$ cat src/rtl/mux51_pkg.sv
// Shared definitions for the 5:1 mux and its round-robin arbiter.
// Covers source encodings, arbiter state type and the modulo-5 step helper.
package mux51_pkg;

  localparam int NUM_SRC = 5;

  localparam logic [2:0] SEL_A = 3'd0;
  localparam logic [2:0] SEL_B = 3'd1;
  localparam logic [2:0] SEL_C = 3'd2;
  localparam logic [2:0] SEL_D = 3'd3;
  localparam logic [2:0] SEL_E = 3'd4;

  typedef enum logic {
    IDLE  = 1'b0,
    GRANT = 1'b1
  } arb_state_t;

  // Next source index with wrap e -> a; any out-of-range index also lands on a.
  function automatic logic [2:0] rr_next(input logic [2:0] idx);
    return (idx >= SEL_E) ? SEL_A : idx + 3'd1;
  endfunction

endpackage

$ cat src/rtl/rr_pick5.sv
// Combinational round-robin picker over five requesters.
// It scans ptr+1, ptr+2, ... modulo 5 and returns the first requesting source.
module rr_pick5
  import mux51_pkg::*;
(
  input  logic [4:0] req,
  input  logic [2:0] ptr,
  output logic [2:0] win,
  output logic       any
);

  always_comb begin
    logic [2:0] idx;
    win = SEL_A;
    any = 1'b0;
    idx = ptr;
    for (int k = 0; k < NUM_SRC; k++) begin
      idx = rr_next(idx);
      if (!any && req[idx]) begin
        win = idx;
        any = 1'b1;
      end
    end
  end

endmodule

$ cat src/rtl/mux51_rr_arbiter.sv
// Round-robin arbiter driving the select of the 5:1 data mux.
// It holds a grant for up to max_burst beats, then forces one idle bubble before re-arbitrating.
module mux51_rr_arbiter
  import mux51_pkg::*;
#(
  parameter int max_burst = 4,
  parameter int cnt_width = 8
) (
  input  logic                 clk,
  input  logic                 rst,
  input  logic [4:0]           req,
  output logic [2:0]           sel,
  output logic                 out_valid,
  input  logic                 out_ready,
  output logic [4:0]           ack,
  output arb_state_t           dbg_state,
  output logic [2:0]           dbg_ptr,
  output logic [cnt_width-1:0] dbg_cnt
);

  localparam logic [cnt_width-1:0] CNT_LAST = cnt_width'(max_burst - 1);

  arb_state_t           state_q, state_d;
  logic [2:0]           sel_q, sel_d;
  logic [2:0]           ptr_q, ptr_d;
  logic [cnt_width-1:0] cnt_q, cnt_d;

  logic [2:0] win;
  logic       any;
  logic       beat;

  rr_pick5 u_pick (
    .req (req),
    .ptr (ptr_q),
    .win (win),
    .any (any)
  );

  // Handshake: a beat transfers in any cycle where out_valid and out_ready are both
  // high; the matching ack bit marks that beat as consumed from the granted source.
  always_comb begin
    out_valid = (state_q == GRANT) && req[sel_q];
    beat      = out_valid && out_ready;
    ack       = beat ? (5'b00001 << sel_q) : 5'b00000;
  end

  always_comb begin
    state_d = state_q;
    sel_d   = sel_q;
    ptr_d   = ptr_q;
    cnt_d   = cnt_q;
    case (state_q)
      IDLE: begin
        if (any) begin
          state_d = GRANT;
          sel_d   = win;
          cnt_d   = '0;
        end
      end
      GRANT: begin
        if (!req[sel_q]) begin
          state_d = IDLE;
          ptr_d   = sel_q;
        end else if (beat && (cnt_q == CNT_LAST)) begin
          state_d = IDLE;
          ptr_d   = sel_q;
        end else if (beat) begin
          cnt_d = cnt_q + 1'b1;
        end
      end
      default: state_d = IDLE;
    endcase
  end

  // ptr resets to e so that the first arbitration scan begins at a.
  always_ff @(posedge clk or negedge rst) begin
    if (!rst) begin
      state_q <= IDLE;
      sel_q   <= SEL_A;
      ptr_q   <= SEL_E;
      cnt_q   <= '0;
    end else begin
      state_q <= state_d;
      sel_q   <= sel_d;
      ptr_q   <= ptr_d;
      cnt_q   <= cnt_d;
    end
  end

  assign sel       = sel_q;
  assign dbg_state = state_q;
  assign dbg_ptr   = ptr_q;
  assign dbg_cnt   = cnt_q;

endmodule

$ cat config.mk
export PLATFORM = sky130hd
export DESIGN_NAME = mux51_rr_arbiter
export DESIGN_NICKNAME = d
export VERILOG_FILES = /design/src/rtl/mux51_pkg.sv /design/src/rtl/rr_pick5.sv /design/src/rtl/mux51_rr_arbiter.sv
export SDC_FILE = /design/constraint.sdc
export NUM_CORES = 1
export LEC_CHECK = 0
export BUFFER_PORTS_ARGS = -buffer_cell sky130_fd_sc_hd__buf_2
export CORE_ASPECT_RATIO = 0.5
export CORE_UTILIZATION = 55
export CTS_CLUSTER_DIAMETER = 150
export CTS_CLUSTER_SIZE = 14
export DETAILED_ROUTE_END_ITERATION = 6
export HOLD_SLACK_MARGIN = 0.15
export PLACE_DENSITY = 0.8
export SYNTH_ARGS = -nofsm -noshare
export SYNTH_HDL_FRONTEND = slang
export SYNTH_SLANG_ARGS = --single-unit
$ cat constraint.sdc
create_clock -name clk -period 3.5 [get_ports clk]
set_input_delay 0.525 -clock clk [delete_from_list [all_inputs] [get_ports clk]]
set_output_delay 0.525 -clock clk [all_outputs]
set_load 0.03 [all_outputs]
==> impl_metrics.py <==
metrics = {
    "outcome": {
        "status": "complete, no violations",
    },
    "timing": {
        "skew_ns": 0.00606,
        "hold_ws_ns": 0.163,
        "period_share": 0.877,
        "drv_slew": 0,
        "setup_viol": 0,
        "finalCriticalPeriod_ns": 3.07,
        "tightest_slew_ns": 0.691,
        "rsz0062_at_grt": "no",
        "final-hold-violation-count": 0,
        "max_slew_margin": 0.535,
        "max_freq_mhz": 326,
        "tns_ns": 0,
    },
    "yosys": {
        "synth_cell_types": 55,
        "synth-edff-count": 0,
        "synth_cells": 173,
        "synthArstFlopShare": 1.00,
        "synth_compound_area_frac": 0.198,
        "synthesis.nets": 186,
        "ys_dominant_reg_cell": "dfrtp_1",
        "yosys.area_share.adder": 0.0438,
        "muxShareOfSynthArea": 0.0920,
        "ys_warn_count": 0,
        "synth-seq-cells": 15,
        "synthSimpleGateAreaFrac": 0.309,
        "ys_seq_area_frac": 0.264,
        "synthXorXnorAreaFrac": 0.0307,
        "netlist_area_mm2": 0.00143,
        "postSynthAreaPerCell_um2": 8.25,
        "synth_top_family_by_area": "simple AND/OR/NAND/NOR gates",
    },
    "layout": {
        "fin_nets": 216,
        "fill_cells": 204,
        "num_antenna_cells": 0,
        "areaGrowthSynthToFinish_pct": 16.1,
        "final_cell_mix": "28 x buf_2, 14 x dfrtp_1, 13 x inv_1",
        "drive_gt1_frac": 0.238,
        "layout_commonest_cell": "buf_2",
    },
    "power": {
        "swShare": 0.521,
        "total_leakage_power_uw": 0.000758,
        "vdd_drop_max_v": 0.000538,
        "powerDensity_mw_per_mm2": 1130,
        "comb_power_share": 0.738,
        "p_int_uw": 896,
        "p_clk_frac": 0.080,
        "p_seq_frac": 0.182,
        "finalPower_uw": 1870,
        "p_sw_uw": 976,
    },
    "route": {
        "viasPerCell": 6.14,
        "wl_mm": 3.68,
        "dr.pass1.iters": 5,
        "wl_per_cell_um": 15.5,
        "ant_nets": 0,
        "drc": 0,
        "drt_iter0_markers": 131,
        "vias": 1454,
    },
    "grt": {
        "antenna_found_initial": 0,
        "grt_overflow": 0,
        "track_usage": 0.283,
        "grt_first_pass_wirelength_mm": 5.88,
        "grt_max_degree": 20,
        "first_global_vias": 1255,
    },
    "clocking": {
        "clk_pin_slew_ns": 0.07,
        "cts_resized": 0,
        "cts_buffer_depth": 2,
        "cts_made_buffers": 3,
        "root_buffer": "clkbuf_8",
        "insertion_delay_ns": 0.26,
        "cts_hold_buffers": 0,
        "cts_tree": "built",
        "numClockSinks": 15,
        "htreeDepth": 1,
        "post-cts-setup-buffers": 0,
    },
    "hold_path": {
        "hold_class": "in2async",
    },
    "floorplan": {
        "rows": 12,
        "die_area_mm2": 0.00282,
        "die_w_um": 74.1,
        "ioPinCount": 29,
        "die_y_um": 38.0,
        "start_util": 0.613,
        "coreArea_mm2": 0.00233,
    },
    "setup_path": {
        "r2r-start": "dbg_ptr[0]",
        "rrSetupSlack_ns": 0.43,
        "crit_type": "reg2reg",
        "crit_required_ns": 3.63,
        "path_max_fanout": 14,
        "cp-start-kind": "flip-flop",
        "r2r-end": "sel[1]",
        "cp_data_arrival_time_ns": 3.20,
        "r2r_cells": 10,
        "worstSetupEndpointType": "flip-flop",
    },
    "placed_design": {
        "place_congestion": 0.969,
        "io_buffers": 28,
        "dp_hpwl_mm": 2.69,
    },
    "run": {
        "max-cap-violations": 0,
    },
}
[worst max-delay path, cell delays in order (launching register included)]
cell and delay (ns):
dfrtp_1 0.38, ha_1 0.22, nor3b_1 0.42, inv_1 0.09
ha_1 0.35, a21o_1 0.24, a211o_1 0.31, mux2_2 0.28
nand4bb_1 0.29, o21ai_0 0.26, o22ai_1 0.10
[worst max-delay path by stage]
stage | startpoint | end | slack (ns) | cells after the start
after global placement | dbg_ptr[0] | dbg_cnt[0] | 0.61 | 10
after CTS | dbg_ptr[0] | sel[1] | 0.47 | 13
after global routing | dbg_ptr[0] | sel[1] | 0.24 | 13
final | dbg_ptr[0] | sel[1] | 0.43 | 10
after floorplan | dbg_ptr[1] | dbg_cnt[0] | 0.38 | 12
after detailed placement | dbg_ptr[0] | sel[2] | 0.50 | 13
[synth_stat cells (2+ instances only)]
cell	instances	area [µm²]
buf_2	5	25.0
nor3b_1	3	22.5
nor2b_1	6	37.5
nor4_1	7	43.8
nor2_1	12	45.0
nand2_1	12	45.0
nand3b_1	3	22.5
a21oi_1	9	45.0
dfrtp_1	14	350
mux2i_1	6	60.1
nand2b_1	5	31.3
nand4_1	4	25.0
inv_1	13	48.8
mux2_2	3	33.8
o21ai_0	9	45.0
nor3_1	4	20.0
nand3_1	5	25.0
nand4bb_1	2	22.5
a21o_1	3	22.5
o22ai_1	3	18.8
xor2_1	4	35.0
ha_1	5	62.6
a31oi_1	4	25.0
[cells by family after synthesis]
logic type,count (synthesis)
AOI/OAI and AO/OA,42
xor gates and xnor gates,5
adders and majority gates,5
buffers and inverters,21
DFF,15
muxes,11
and+or+nand+nor,74
[cell type report]
type,instances,area [µm²],area share
Clock buffer,3,41.3,0.0249
Clock inverter,1,7.51,0.00453
Inverter,13,48.8,0.0294
Multi-Input combinational cell,137,962,0.580
Sequential cell,15,377,0.227
Tap cell,35,43.8,0.0264
Timing Repair Buffer,33,178,0.107
[through the flow]
stage                     instances   util  worst slack, ns  instance area (µm²)
after floorplan                 173      -            0.383                 1430
after global placement          233  0.691            0.611                 1610
after detailed placement        233  0.691            0.496                 1610
after CTS                       237  0.712            0.466                 1660
after global routing            237  0.712            0.236                 1660
final                           237  0.712            0.431                 1660
[routing by layer]
layer	vias to the layer above	GRT usage	part of all wire
met5	-	0	0
met4	0	0.0529	0.0084
met3	5	0.0500	0.075
met2	67	0.464	0.46
met1	688	0.398	0.46
li1	694	-	-
[power groups by stage]
stage	logic, µW	clock network [µW]	registers, µW
2_1_floorplan	976	0	398
3_3_place_gp	1320	0	337
3_5_place_dp	1350	0	341
4_1_cts	1360	151	338
5_1_grt	1490	158	353
6_report	1380	149	341
[state kept, by name (all words and copies together) (netlist names)]
| name | count |
|---|---|
| sel | 3 |
| dbg_state | 1 |
| dbg_ptr | 3 |
| dbg_cnt | 8 |
No activity file was read; power rests on OpenSTA's default activity.
